**src/rtl/risc16_pkg.sv**
```systemverilog
// Shared definitions for the RISC16 host loader: command/response byte codes
// and the loader state encoding.
package risc16_pkg;

  localparam logic [7:0] CMD_WRITE = 8'h01;
  localparam logic [7:0] CMD_READ  = 8'h02;
  localparam logic [7:0] CMD_RUN   = 8'h03;

  localparam logic [7:0] RSP_ACK   = 8'hA5;
  localparam logic [7:0] RSP_ERR   = 8'hEE;

  typedef enum logic [3:0] {
    ST_IDLE,
    ST_ADDR_H,
    ST_ADDR_L,
    ST_COUNT,
    ST_DATA,
    ST_WR,
    ST_RD_REQ,
    ST_RD_CAP,
    ST_SEND,
    ST_RUN_WAIT,
    ST_ACK,
    ST_ERR
  } loader_state_e;

  typedef enum logic {
    OP_WRITE,
    OP_READ
  } loader_op_e;

endpackage

```
**src/rtl/byte_word_packer.sv**
```systemverilog
// Byte <-> 32-bit word converter, MSB first. Shifts host bytes in for writes
// and shifts a captured memory word out for read responses.
module byte_word_packer (
  input  logic        clk1,
  input  logic        rst_n,
  input  logic        clear,
  input  logic        load,
  input  logic        shift_in,
  input  logic        shift_out,
  input  logic [7:0]  byte_in,
  input  logic [31:0] word_in,
  output logic [31:0] word,
  output logic [7:0]  byte_out,
  output logic        last
);

  logic [31:0] word_q, word_d;
  logic [1:0]  idx_q, idx_d;

  always_comb begin
    // NOTE: every comb output gets a default first so no path leaves it unassigned (no latch).
    word_d = word_q;
    idx_d  = idx_q;
    if (clear) begin
      word_d = '0;
      idx_d  = '0;
    end else if (load) begin
      word_d = word_in;
      idx_d  = '0;
    end else if (shift_in) begin
      word_d = {word_q[23:0], byte_in};
      idx_d  = idx_q + 2'd1;
    end else if (shift_out) begin
      word_d = {word_q[23:0], 8'h00};
      idx_d  = idx_q + 2'd1;
    end
  end

  always_ff @(posedge clk1 or negedge rst_n) begin
    // NOTE: state updates use non-blocking assignments so all flops sample pre-edge values.
    if (!rst_n) begin
      word_q <= '0;
      idx_q  <= '0;
    end else begin
      word_q <= word_d;
      idx_q  <= idx_d;
    end
  end

  assign word     = word_q;
  assign byte_out = word_q[31:24];
  // Byte index wraps after four transfers, so "last" marks the 4th byte of a word.
  assign last     = (idx_q == 2'd3);

endmodule

```
**src/rtl/risc_mem_loader.sv**
```systemverilog
// Byte-stream program loader / result reader for pipe_RISC16bit: decodes
// WRITE/READ/RUN commands into memory strobes and core run control.
module risc_mem_loader
  import risc16_pkg::*;
#(
  parameter int ADDR_W = 10,
  parameter int DATA_W = 32
) (
  input  logic              clk1,
  input  logic              rst_n,
  input  logic              in_valid,
  output logic              in_ready,
  input  logic [7:0]        in_data,
  output logic              out_valid,
  input  logic              out_ready,
  output logic [7:0]        out_data,
  output logic              mem_we,
  output logic              mem_re,
  output logic [ADDR_W-1:0] mem_addr,
  output logic [DATA_W-1:0] mem_wdata,
  input  logic [DATA_W-1:0] mem_rdata,
  output logic              cpu_run,
  input  logic              cpu_halted,
  output logic              busy
);

  loader_state_e     state_q, state_d;
  loader_op_e        op_q, op_d;
  logic [7:0]        hi_q, hi_d;
  logic [ADDR_W-1:0] addr_q, addr_d;
  logic [8:0]        count_q, count_d;
  logic              cpu_run_q, cpu_run_d;
  logic              armed_q, armed_d;
  logic              live_q;

  logic        pk_clear, pk_load, pk_shift_in, pk_shift_out, pk_last;
  logic [31:0] pk_word;
  logic [7:0]  pk_byte;

  logic accepting, in_fire;

  byte_word_packer u_packer (
    .clk1      (clk1),
    .rst_n     (rst_n),
    .clear     (pk_clear),
    .load      (pk_load),
    .shift_in  (pk_shift_in),
    .shift_out (pk_shift_out),
    .byte_in   (in_data),
    .word_in   (mem_rdata),
    .word      (pk_word),
    .byte_out  (pk_byte),
    .last      (pk_last)
  );

  // live_q holds in_ready low until the first edge after reset release.
  assign accepting = live_q && (state_q inside {ST_IDLE, ST_ADDR_H, ST_ADDR_L, ST_COUNT, ST_DATA});
  assign in_fire   = in_valid && accepting;

  always_ff @(posedge clk1 or negedge rst_n) begin
    if (!rst_n) begin
      state_q   <= ST_IDLE;
      op_q      <= OP_WRITE;
      hi_q      <= '0;
      addr_q    <= '0;
      count_q   <= '0;
      cpu_run_q <= 1'b0;
      armed_q   <= 1'b0;
      live_q    <= 1'b0;
    end else begin
      state_q   <= state_d;
      op_q      <= op_d;
      hi_q      <= hi_d;
      addr_q    <= addr_d;
      count_q   <= count_d;
      cpu_run_q <= cpu_run_d;
      armed_q   <= armed_d;
      live_q    <= 1'b1;
    end
  end

  always_comb begin
    state_d      = state_q;
    op_d         = op_q;
    hi_d         = hi_q;
    addr_d       = addr_q;
    count_d      = count_q;
    cpu_run_d    = cpu_run_q;
    armed_d      = armed_q;
    pk_clear     = 1'b0;
    pk_load      = 1'b0;
    pk_shift_in  = 1'b0;
    pk_shift_out = 1'b0;

    unique case (state_q)
      ST_IDLE: if (in_fire) begin
        case (in_data)
          CMD_WRITE: begin
            op_d      = OP_WRITE;
            cpu_run_d = 1'b0;
            state_d   = ST_ADDR_H;
          end
          CMD_READ: begin
            op_d    = OP_READ;
            state_d = ST_ADDR_H;
          end
          CMD_RUN: begin
            // Registered run stays high; the output gate below supplies the one-cycle restart gap.
            cpu_run_d = 1'b1;
            armed_d   = 1'b0;
            state_d   = ST_RUN_WAIT;
          end
          default: state_d = ST_ERR;
        endcase
      end
      ST_ADDR_H: if (in_fire) begin
        hi_d    = in_data;
        state_d = ST_ADDR_L;
      end
      ST_ADDR_L: if (in_fire) begin
        addr_d  = ADDR_W'({hi_q, in_data});
        state_d = (op_q == OP_WRITE) ? ST_COUNT : ST_RD_REQ;
      end
      ST_COUNT: if (in_fire) begin
        count_d  = (in_data == 8'h00) ? 9'd256 : {1'b0, in_data};
        pk_clear = 1'b1;
        state_d  = ST_DATA;
      end
      ST_DATA: if (in_fire) begin
        pk_shift_in = 1'b1;
        if (pk_last) state_d = ST_WR;
      end
      ST_WR: begin
        addr_d  = addr_q + ADDR_W'(1);
        count_d = count_q - 9'd1;
        state_d = (count_q == 9'd1) ? ST_ACK : ST_DATA;
      end
      ST_RD_REQ: state_d = ST_RD_CAP;
      ST_RD_CAP: begin
        pk_load = 1'b1;
        state_d = ST_SEND;
      end
      ST_SEND: if (out_ready) begin
        pk_shift_out = 1'b1;
        if (pk_last) state_d = ST_IDLE;
      end
      ST_RUN_WAIT: begin
        // A halt counts only after the flag has been seen low while running.
        if (!cpu_halted) armed_d = 1'b1;
        if (armed_q && cpu_halted) state_d = ST_ACK;
      end
      ST_ACK, ST_ERR: if (out_ready) state_d = ST_IDLE;
      default: state_d = ST_IDLE;
    endcase
  end

  always_comb begin
    in_ready  = accepting;
    out_valid = 1'b0;
    out_data  = 8'h00;
    mem_we    = 1'b0;
    mem_re    = 1'b0;
    mem_addr  = '0;
    mem_wdata = '0;
    busy      = (state_q != ST_IDLE);
    cpu_run   = cpu_run_q;

    if (state_q == ST_IDLE && in_fire && (in_data == CMD_WRITE || in_data == CMD_RUN))
      cpu_run = 1'b0;

    unique case (state_q)
      ST_WR: begin
        mem_we    = 1'b1;
        mem_addr  = addr_q;
        mem_wdata = DATA_W'(pk_word);
      end
      ST_RD_REQ: begin
        mem_re   = 1'b1;
        mem_addr = addr_q;
      end
      ST_SEND: begin
        out_valid = 1'b1;
        out_data  = pk_byte;
      end
      ST_ACK: begin
        out_valid = 1'b1;
        out_data  = RSP_ACK;
      end
      ST_ERR: begin
        out_valid = 1'b1;
        out_data  = RSP_ERR;
      end
      default: ;
    endcase
  end

endmodule

```
**config.mk**
```make
export PLATFORM = sky130hd
export DESIGN_NAME = risc_mem_loader
export DESIGN_NICKNAME = d
export VERILOG_FILES = /design/src/rtl/risc16_pkg.sv /design/src/rtl/byte_word_packer.sv /design/src/rtl/risc_mem_loader.sv
export SDC_FILE = /design/constraint.sdc
export NUM_CORES = 1
export LEC_CHECK = 0
export BUFFER_PORTS_ARGS = -buffer_cell sky130_fd_sc_hd__buf_2
export CAP_MARGIN = 20
export CORE_ASPECT_RATIO = 1.75
export CORE_MARGIN = 2
export CORE_UTILIZATION = 50
export DETAILED_ROUTE_END_ITERATION = 16
export PLACE_DENSITY_LB_ADDON = 0.15
export SLEW_MARGIN = 20
export SYNTH_ARGS = -nofsm -noshare
export SYNTH_HDL_FRONTEND = slang
export SYNTH_SLANG_ARGS = --single-unit
```
**constraint.sdc**
```tcl
create_clock -name clk1 -period 3.9 [get_ports clk1]
set_input_delay 0.39 -clock clk1 [delete_from_list [all_inputs] [get_ports clk1]]
set_output_delay 0.39 -clock clk1 [all_outputs]
set_load 0.01 [all_outputs]
```
==> After elaboration in Yosys (flattened, before gate mapping) <==
Cells that the tools add are included.
{ "totals": {"reg_bits": 63, "inputBits": 45, "output_inout_bits": 56} }
{ "op_classes": {"add_sub_neg": 3, "eq_ne": 28, "n_mux": 46, "n_reduce_logical": 27} }
{ "ops": {"columns": ["op", "count"], "rows": [
  ["$mux 32", 5],
  ["$mux 4", 11],
  ["$pmux 4 s11", 1],
  ["$pmux 8 s3", 1],
  ["$ne 2x2->1 const B", 11],
  ["$mux 10", 2],
  ["$pmux 10 s2", 1],
  ["$mux 9", 2],
  ["$pmux 9 s2", 1],
  ["$eq 4x3->1 const B", 4],
  ["$eq 4x4->1 const B", 4],
  ["$eq 8x2->1 const B", 2],
  ["$mux 1", 13],
  ["$add 10x1->10 const B", 1],
  ["$reduce_and 10->1", 1],
  ["$reduce_bool 2->1", 5],
  ["$eq 9x1->1 const B", 1],
  ["$sub 9x1->9 const B", 1],
  ["$eq 4x2->1 const B", 2],
  ["$eq 8x1->1 const B", 1],
  ["$logic_not 8->1", 1],
  ["$mux 2", 4],
  ["$pmux 4 s2", 1],
  ["$reduce_bool 4->1", 2],
  ["15 further kinds", 26]
]} }

==> Logic depth before layout (Yosys ltp) <==
Gate-level depths: netlist of run 1.
{ "logic_depth": {"word_depth": 9, "depth_mapped": 8, "ltp_nobuf": 6} }

==> Hierarchy <==
Synthesis of run 1 repeated with hierarchy kept, for this count alone.
{ "hier_totals": {"cells_unflattened": 426, "hier_area_um2": 3888.7} }
{ "by_module_without_submodules": {"columns": ["module", "n_inst", "cells_per_inst", "area_each_um2", "seq_area_each_um2"], "rows": [
  ["risc_mem_loader", 1, 274, 2178.3, 725.7],
  ["byte_word_packer", 1, 152, 1710.4, 850.8]
]} }

==> Worst setup path before layout of run 1 <==
OpenSTA, ideal clock, no wires.
{ "synth_path": {"path_kind": "reg-to-output", "from": "reg state_q[3]", "to": "out mem_wdata[10]", "arrival_ns": 1.449, "t_required_ns": 3.510, "path_slack_ns": 2.061, "stages_incl_launch_ff": 8, "path_buffers": 4, "cell_sequence": "dfrtp_1 buf_2 nand4bb_1 buf_2 inv_2 buf_2 clkbuf_1 and2_1"} }
{ "synth_between": {"elab_chain_cells": 2} }
{ "synth_lines": {"columns": ["element", "line", "text"], "rows": [
  ["start: declaration", "risc_mem_loader.sv:27", "loader_state_e state_q, state_d;"],
  ["start signal: assignment", "risc_mem_loader.sv:71", "state_q <= state_d;"],
  ["$eq 4x3->1", "risc_mem_loader.sv:171", "unique case (state_q)"],
  ["$mux 32", "risc_mem_loader.sv:171", null],
  ["end: declaration", "risc_mem_loader.sv:20", "output logic [DATA_W-1:0] mem_wdata,"]
]} }
No other way between the ends.

==> Worst setup path after layout of run 1 <==
{ "layout_path": {"from": "reg state_q[1]", "to": "out mem_wdata[2]"} }
The elaborated chain is that of the path after synthesis.

==> results of run 1 <==
critical path: stages (launching register included):
cell                        delay (ps)
sky130_fd_sc_hd__dfrtp_1           620
sky130_fd_sc_hd__nand4bb_1         290
sky130_fd_sc_hd__buf_4             230
sky130_fd_sc_hd__inv_2             450
sky130_fd_sc_hd__and2_1            230
sky130_fd_sc_hd__buf_2             130
cell usage in the layout (no fill, tap or decap), drive strengths merged, types with 10 or more instances in the layout:
master	count
buf	106
dfrtp	63
and2	43
o21ai	42
a21oi	39
mux2i	27
nand2	26
nor2	23
clkbuf	11
inv	10
sequential cells by signal (all words and copies together) (netlist names):
| name | cells |
|---|---|
| count_q | 9 |
| state_q | 4 |
| addr_q | 10 |
| live_q | 1 |
| op_q | 1 |
| armed_q | 1 |
| cpu_run_q | 1 |
| hi_q | 2 |
| u_packer.word | 32 |
| u_packer.idx_q | 2 |
cell families after synthesis:
kind of cell	synth area share (%)
and+or+nand+nor	21.9
other	0.0972
AOI/OAI and AO/OA	22.2
adders and majority gates	1.30
buffers and inverters	5.13
muxes	7.30
xor gates and xnor gates	1.14
DFF	40.9
stage by stage:
stage | util, % | setup slack, ps
final | 61.9 | 1200
after global routing | 61.9 | 953
after CTS | 61.9 | 1190
after detailed placement | 57.9 | 1550
after global placement | 57.9 | 1610
after floorplan | - | 2060
per-layer routing:
metal	vias up	GRT usage [%]	wire, um
met5	-	0	0
met4	0	9.62	238
met3	16	4.50	509
met2	111	46.8	5790
met1	1671	30.6	4160
li1	1703	-	-
area by class of cell:
class                      instances  area share, %
clock buffer                      11           5.44
clock inverter                     4          0.969
inverter                          10          0.807
multi-input combinational        318           44.8
sequential                        63           33.9
tap                               88           2.37
timing repair buffer             106           11.7
where the power goes:
group          internal [mW]  switching, mW
clock                  0.521          0.276
sequential             0.963          0.363
combinational          0.631          0.730
total                   2.12           1.37
worst paths after layout:
kind | from | endpoint | slack, ps | cells past startpoint
worst max register to register | state_q[1]$_DFFE_PN0P_ | addr_q[8]$_DFFE_PN0P_ | 1470 | 7
min in group clk1 | cpu_halted | armed_q$_DFFE_PN0P_ | 270 | 2
max in group asynchronous | rst_n | live_q$_DFF_PN0_ | 2850 | 2
worst min-delay path | rst_n | u_packer.word[14]$_DFFE_PN0P_ | 170 | 1
worst min register to register | armed_q$_DFFE_PN0P_ | armed_q$_DFFE_PN0P_ | 490 | 2
worst max-delay path | state_q[1]$_DFFE_PN0P_ | mem_wdata[2] | 1200 | 5
==> metrics.md, run 1 <==
| Metric | Value |
|---|---|
| Result of the run | `completed` |
| Cell leakage power | `2.41 nW` |
| Number of buffers inserted during clock tree synthesis | `9` |
| Placed Instances | `585` |
| Total Die Area | `8460 um2` |
| Clk Tree Root Cell | `sky130_fd_sc_hd__clkbuf_16` |
| Post-route minimum period | `2700 ps` |
| Critical path launch point type | `flip-flop` |
| Ratio of total power to cell area | `750 nW/um2` |
| Post-synth top area share | `40.9%` |
| Core area | `7510 um2` |
| Worst max-slew margin expressed relative to the limit | `43.3%` |
| Port Buffers | `100` |
| Area of the multi-input gates | `2080 um2` |
| Post-route non-filler standard cell count | `600` |
| Number of failing setup endpoints in the final timing report | `0` |
| Setup Fix Bufs, Post-CTS | `0` |
| Vias in the first global route | `3362` |
| Sum of overflow across all layers after global routing | `0` |
| Sequential cell area | `1580 um2` |
| Count of nets left with antenna violations after detail routing | `0` |
| Number of placement rows | `42` |
| Area growth from synthesis to layout | `20.6%` |
| # resized after CTS | `0` |
| Max-capacitance violation count | `0` |
| Hold/Removal Path Class | `in -> async` |
| Category of the most critical setup path | `reg -> out` |
| Sort of element at the end of the critical path | `primary output` |
| Number of buffers inserted for hold repair after clock tree synthesis | `0` |
| Actual transition at the worst max-transition pin | `850 ps` |
| F_max | `0.371 GHz` |
| Ys Warns | `0` |
| Antenna violations before repair | `0` |
| Synth Cell Area | `3860 um2` |
| GRT Resource Usage Total | `26.1%` |
| Routed len/inst | `17.8 um` |
| Most frequent cells after synthesis | `sky130_fd_sc_hd__dfrtp_1, sky130_fd_sc_hd__and2_1, sky130_fd_sc_hd__a21oi_1` |
| Detailed-route DRC error count | `0` |
| Pin count of the biggest net entering global routing | `49` |
| Clock tree from TritonCTS | `yes` |
| Global placement routability congestion | `0.920` |
| Worst path required time | `3510 ps` |
| Primary flip-flop cell chosen by synthesis mapping | `sky130_fd_sc_hd__dfrtp_1` |
| Max-slew violation count | `0` |
| Flip-flop and latch count after synthesis | `63` |
| NumNets Final | `557` |
| Layout Skew | `5.18 ps` |
| Clock latency on the worst-skew pair | `330 ps` |
| Mapped Nets | `468` |
| Yosys cell types | `68` |
| Cell taking the most area after synthesis | `sky130_fd_sc_hd__dfrtp_1` |
| Vias/cell | `5.84` |
| Number of DRC markers after the initial detailed-route iteration | `177` |
| Number of enable flip-flop cells after synthesis | `0` |
| Total inserted antenna cells | `0` |
| Number of primary I/O pins | `101` |
| Total Power | `3.48 mW` |
| # H-tree levels | `3` |
| Finished layout cell area | `4650 um2` |
| Die Height | `120 um` |
| Post-synthesis cell count | `419` |
| Initial Util | `51.3%` |
| Number of hold violations in the final report | `0` |
| Synth async-reset ratio | `100%` |
| Biggest fanout along the worst timing path | `41` |
| Fraction of layout cells with a size suffix above 1 | `26.2%` |
| Clock Tree Buf Depth | `2` |
| Hold WS | `169 ps` |
| Total length of routed wires | `10700 um` |
| Mean Syn Cell Area | `9.20 um2` |
| Unrepaired setup endpoints after global routing | `no` |
| HPWL after detailed placement | `7720 um` |
| Clock input transition at the sequential cells of the worst setup and hold paths | `50 ps` |
| Layout fillers | `682` |
| Worst IR Drop VDD | `0.366 mV` |
| Number of optimization iterations in the first detailed-route pass | `5` |
| Share of the yosys chip area belonging to registers | `40.9%` |
| Ratio of final minimum period to clock period | `69.1%` |
| Cell area reported after detailed placement | `4350 um2` |
| Wire length of the first global-routing pass | `17200 um` |
| Library cell with the highest instance count after synthesis | `sky130_fd_sc_hd__dfrtp_1` |
| Count of clock tree sinks | `63` |
| Final-layout setup total negative slack | `0 ps` |
| Area contributors post-synth | `sky130_fd_sc_hd__dfrtp_1, sky130_fd_sc_hd__mux2i_1, sky130_fd_sc_hd__and2_1, sky130_fd_sc_hd__a21oi_1, sky130_fd_sc_hd__o21ai_0` |
| Arrival @ worst endpoint | `2310 ps` |
| Die width | `70.4 um` |
| Total vias in the final route | `3501` |
No activity file was read; power rests on OpenSTA's default activity.
==> run 2: changes to the inputs <==
--- a/config.mk
+++ b/config.mk
@@ -5,11 +5,12 @@
 export SDC_FILE = /design/constraint.sdc
 export NUM_CORES = 1
 export LEC_CHECK = 0
+export ABC_AREA = 1
 export BUFFER_PORTS_ARGS = -buffer_cell sky130_fd_sc_hd__buf_2
 export CAP_MARGIN = 20
 export CORE_ASPECT_RATIO = 1.75
 export CORE_MARGIN = 2
-export CORE_UTILIZATION = 50
+export CORE_UTILIZATION = 49
 export DETAILED_ROUTE_END_ITERATION = 16
 export PLACE_DENSITY_LB_ADDON = 0.15
 export SLEW_MARGIN = 20
==> constraint.sdc (replaced) <==
create_clock -name clk1 -period 2.24 [get_ports clk1]
set_input_delay 0.224 -clock clk1 [delete_from_list [all_inputs] [get_ports clk1]]
set_output_delay 0.224 -clock clk1 [all_outputs]
set_load 0.01 [all_outputs]
==> run 2 against run 1 <==
Net effect:
- die area is 11% higher
- sequential power rose by 58%
- sequential cell count unchanged
- final cell count increased by 52%
- wire length rose by 16%
- sequential share of layout area shrank 3.7 points
- synthesized cell count grew 65%
- global-route usage rose by 1.4 points
- critical path depth grew 2
==> metrics.md, run 2 <==
| Metric | Value |
|---|---|
| Setup slack of the most critical reg-to-reg path | `330 ps (-1140 ps)` |
| Most common cell after layout, fill and taps aside | `sky130_fd_sc_hd__nand2_1` |
| Post-synthesis cell count | `691 (+65%)` |
| Vias/cell | `5.10 (-13%)` |
| Mapped Nets | `740 (+58%)` |
| Clk Tree Root Cell | `sky130_fd_sc_hd__clkbuf_16` |
| Area of the multi-input gates | `2120 um2 (+1.7%)` |
| Post-route minimum period | `2100 ps` |
| GRT Resource Usage Total | `27.4% (+1.4 points)` |
| Share of the yosys chip area belonging to registers | `37.3% (-3.6 points)` |
| Crit Reg-Reg Startpoint | `state_q[1]$_DFFE_PN0P_` |
| Layout fillers | `820 (+20%)` |
| Detailed-route DRC error count | `0 (unchanged)` |
| Reg2Reg Depth | `8 (+1)` |
| Area growth from synthesis to layout | `23.4%` |
| Arrival @ worst endpoint | `1870 ps (-440 ps)` |
| Pre-CTS setup slack | `332 ps (-1220 ps)` |
| Mean Syn Cell Area | `6.12 um2 (-33%)` |
| Clock input transition at the sequential cells of the worst setup and hold paths | `50 ps (about the same)` |
| Final-layout setup total negative slack | `0 ps (unchanged)` |
| Endpoint of the most critical register-to-register path | `u_packer.word[26]$_DFFE_PN0P_` |
| Global placement routability congestion | `0.878 (-4.5%)` |
| Library cell with the highest instance count after synthesis | `sky130_fd_sc_hd__nand2_1` |
| Number of failing setup endpoints in the final timing report | `0 (unchanged)` |
| Max-slew violation count | `0 (unchanged)` |
| Die Height | `127 um (+5.6%)` |
| Wire length of the first global-routing pass | `19800 um (+15%)` |
| Worst max-slew margin expressed relative to the limit | `51.1% (+7.7 points)` |
| Initial Util | `50.6% (-0.75 points)` |
| Number of primary I/O pins | `101 (unchanged)` |
| Area contributors post-synth | `sky130_fd_sc_hd__dfrtp_1, sky130_fd_sc_hd__nand2_1, sky130_fd_sc_hd__inv_1, sky130_fd_sc_hd__nand3_1, sky130_fd_sc_hd__nor2_1` |
| Clock tree from TritonCTS | `yes` |
| Sum of overflow across all layers after global routing | `0 (unchanged)` |
| Yosys cell types | `27 (-60%)` |
| Pin count of the biggest net entering global routing | `64 (+31%)` |
| Max-capacitance violation count | `0 (unchanged)` |
| Worst path required time | `2020 ps (-1490 ps)` |
| # H-tree levels | `3 (unchanged)` |
| Vias in the first global route | `4384 (+30%)` |
| Total length of routed wires | `12400 um (+16%)` |
| Actual transition at the worst max-transition pin | `733 ps (-117 ps)` |
| Number of enable flip-flop cells after synthesis | `0 (unchanged)` |
| Unrepaired setup endpoints after global routing | `no` |
| Sort of element at the end of the critical path | `primary output` |
| Flip-flop count of the largest register after layout | `32 (unchanged)` |
| Antenna violations before repair | `0 (unchanged)` |
| Number of placement rows | `44 (+4.8%)` |
| End point of the most critical hold path | `armed_q$_DFFE_PN0P_` |
| Clock latency on the worst-skew pair | `340 ps (about the same)` |
| Final setup margin | `142 ps (-1060 ps)` |
| Synth async-reset ratio | `100% (unchanged)` |
| Primary flip-flop cell chosen by synthesis mapping | `sky130_fd_sc_hd__dfrtp_1` |
| Result of the run | `completed` |
| Number of hold violations in the final report | `0 (unchanged)` |
| Core area | `8370 um2 (+11%)` |
| F_max | `0.477 GHz` |
| Biggest fanout along the worst timing path | `32 (-22%)` |
| Port Buffers | `100 (unchanged)` |
| Flip-flop and latch count after synthesis | `63 (unchanged)` |
| Clock Tree Buf Depth | `2 (unchanged)` |
| Hold/Removal Path Class | `in -> reg` |
| NumNets Final | `843 (+51%)` |
| Utilization after layout | `62.4% (+0.55 points)` |
| Cell leakage power | `3.14 nW (+31%)` |
| Synth Cell Area | `4230 um2 (+9.7%)` |
| Total Die Area | `9420 um2 (+11%)` |
| Worst hold path cell count | `2` |
| Worst IR Drop VDD | `0.612 mV (+67%)` |
| Ratio of total power to cell area | `1210 nW/um2 (+61%)` |
| HPWL after detailed placement | `9160 um (+19%)` |
| Sequential cell area | `1580 um2 (about the same)` |
| Fraction of layout cells with a size suffix above 1 | `18.5% (-7.6 points)` |
| Highest-count cells in the layout ignoring fill and taps | `sky130_fd_sc_hd__nand2_1, sky130_fd_sc_hd__inv_1, sky130_fd_sc_hd__buf_2` |
| Count of clock tree sinks | `63 (unchanged)` |
| Routed len/inst | `13.5 um (-24%)` |
| Startpoint of the tightest hold check path | `cpu_halted` |
| Total Power | `6.32 mW (+81%)` |
| Total inserted antenna cells | `0 (unchanged)` |
| Ys Warns | `0 (unchanged)` |
| Setup Fix Bufs, Post-CTS | `0 (unchanged)` |
| Most frequent cells after synthesis | `sky130_fd_sc_hd__nand2_1, sky130_fd_sc_hd__inv_1, sky130_fd_sc_hd__nor2_1` |
| Critical path launch point type | `flip-flop` |
| Cell taking the most area after synthesis | `sky130_fd_sc_hd__dfrtp_1` |
| Ratio of final minimum period to clock period | `93.7%` |
| Total vias in the final route | `4659 (+33%)` |
| Category of the most critical setup path | `reg -> out` |
| Number of optimization iterations in the first detailed-route pass | `4 (-1)` |
| Layout Skew | `6.91 ps (+1.73 ps)` |
| Die width | `74.2 um (+5.5%)` |
| Hold WS | `95.1 ps (-73.5 ps)` |
| Number of DRC markers after the initial detailed-route iteration | `306 (+73%)` |
| Post-synth top area share | `37.3% (-3.6 points)` |
| Number of buffers inserted during clock tree synthesis | `9 (unchanged)` |
| Count of nets left with antenna violations after detail routing | `0 (unchanged)` |
-- run 2: cell types whose count changed after synthesis, moves of 8 or more --
cell / previous run / this run
sky130_fd_sc_hd__nand3_1: 8 / 63
sky130_fd_sc_hd__inv_1: 9 / 104
sky130_fd_sc_hd__o21ai_0: 26 / 36
sky130_fd_sc_hd__and2_1: 42 / 0
sky130_fd_sc_hd__o21ai_1: 16 / 1
sky130_fd_sc_hd__mux2i_1: 27 / 0
sky130_fd_sc_hd__nand2_1: 26 / 269
sky130_fd_sc_hd__a21oi_1: 39 / 8
sky130_fd_sc_hd__nor2_1: 22 / 81
sky130_fd_sc_hd__a21o_1: 8 / 0
sky130_fd_sc_hd__a22o_1: 9 / 0
-- run 2: how the worst max path moves through the flow --
stage               cells past startpoint  slack (ps)                             to                    from
CTS                                     7           3                  mem_wdata[22]  state_q[2]$_DFFE_PN0P_
detailed placement                      8         330  u_packer.word[31]$_DFFE_PN0P_  state_q[1]$_DFFE_PN0P_
finish                                  7         140                  mem_wdata[22]  state_q[2]$_DFFE_PN0P_
floorplan                               7         630                  mem_wdata[11]  state_q[2]$_DFFE_PN0P_
global placement                        8         400  u_packer.word[28]$_DFFE_PN0P_  state_q[1]$_DFFE_PN0P_
global route                            7          20                  mem_wdata[24]  state_q[2]$_DFFE_PN0P_
-- run 2: worst max-delay path, stage by stage (launching register included) --
cell and delay [ps]:
sky130_fd_sc_hd__dfrtp_2 430, sky130_fd_sc_hd__inv_2 60, sky130_fd_sc_hd__nor2_2 190, sky130_fd_sc_hd__buf_6 220, sky130_fd_sc_hd__nand2_1 90, sky130_fd_sc_hd__buf_4 250, sky130_fd_sc_hd__nor2_1 140, sky130_fd_sc_hd__buf_2 150
-- run 2: logic make-up (layout without fill, tap and decap cells) --
group | Yosys count | in the layout | synth area share [%]
flip-flops | 63 | 63 | 37.3
AO/OA/AOI/OAI | 56 | 56 | 7.27
buffers and inverters | 136 | 244 | 12.8
other | 1 | 1 | 0.0886
adder cells (fa/ha/maj) | 4 | 4 | 1.18
AND/OR/NAND/NOR | 431 | 431 | 41.4
-- run 2: through the flow --
stage,cell area (um2),cells
2_1_floorplan,4230,691
4_1_cts,5220,914
3_5_place_dp,4880,897
3_3_place_gp,4880,897
5_1_grt,5220,914
6_report,5220,914
-- run 2: per-layer routing --
metal | track usage [%] | part of all wire, % | routed length [um]
met3 | 4.45 | 4.7 | 577
met4 | 12.4 | 3.6 | 439
met1 | 29.9 | 37 | 4620
met2 | 50.1 | 54 | 6720
met5 | 0 | 0 | 0
-- run 2: area by class of cell --
type,instances,share of cell area [%]
Inverter,112,8.05
Multi-Input combinational cell,492,40.5
Timing Repair Buffer,116,12.2
Tap cell,115,2.75
Clock inverter,3,1.25
Clock buffer,13,4.98
Sequential cell,63,30.2
-- run 2: what timing repair did --
item / 4_1_cts / 5_1_grt
hold buffers: 1 / 0
gates resized for setup: 0 / 3
setup endpoints to repair: 0 / 42
hold endpoints to repair: 63 / 0
-- run 2: report_power, final --
part	switching (mW)	internal [mW]
clock	0.497	1.03
combinational	1.75	0.940
sequential	0.460	1.64
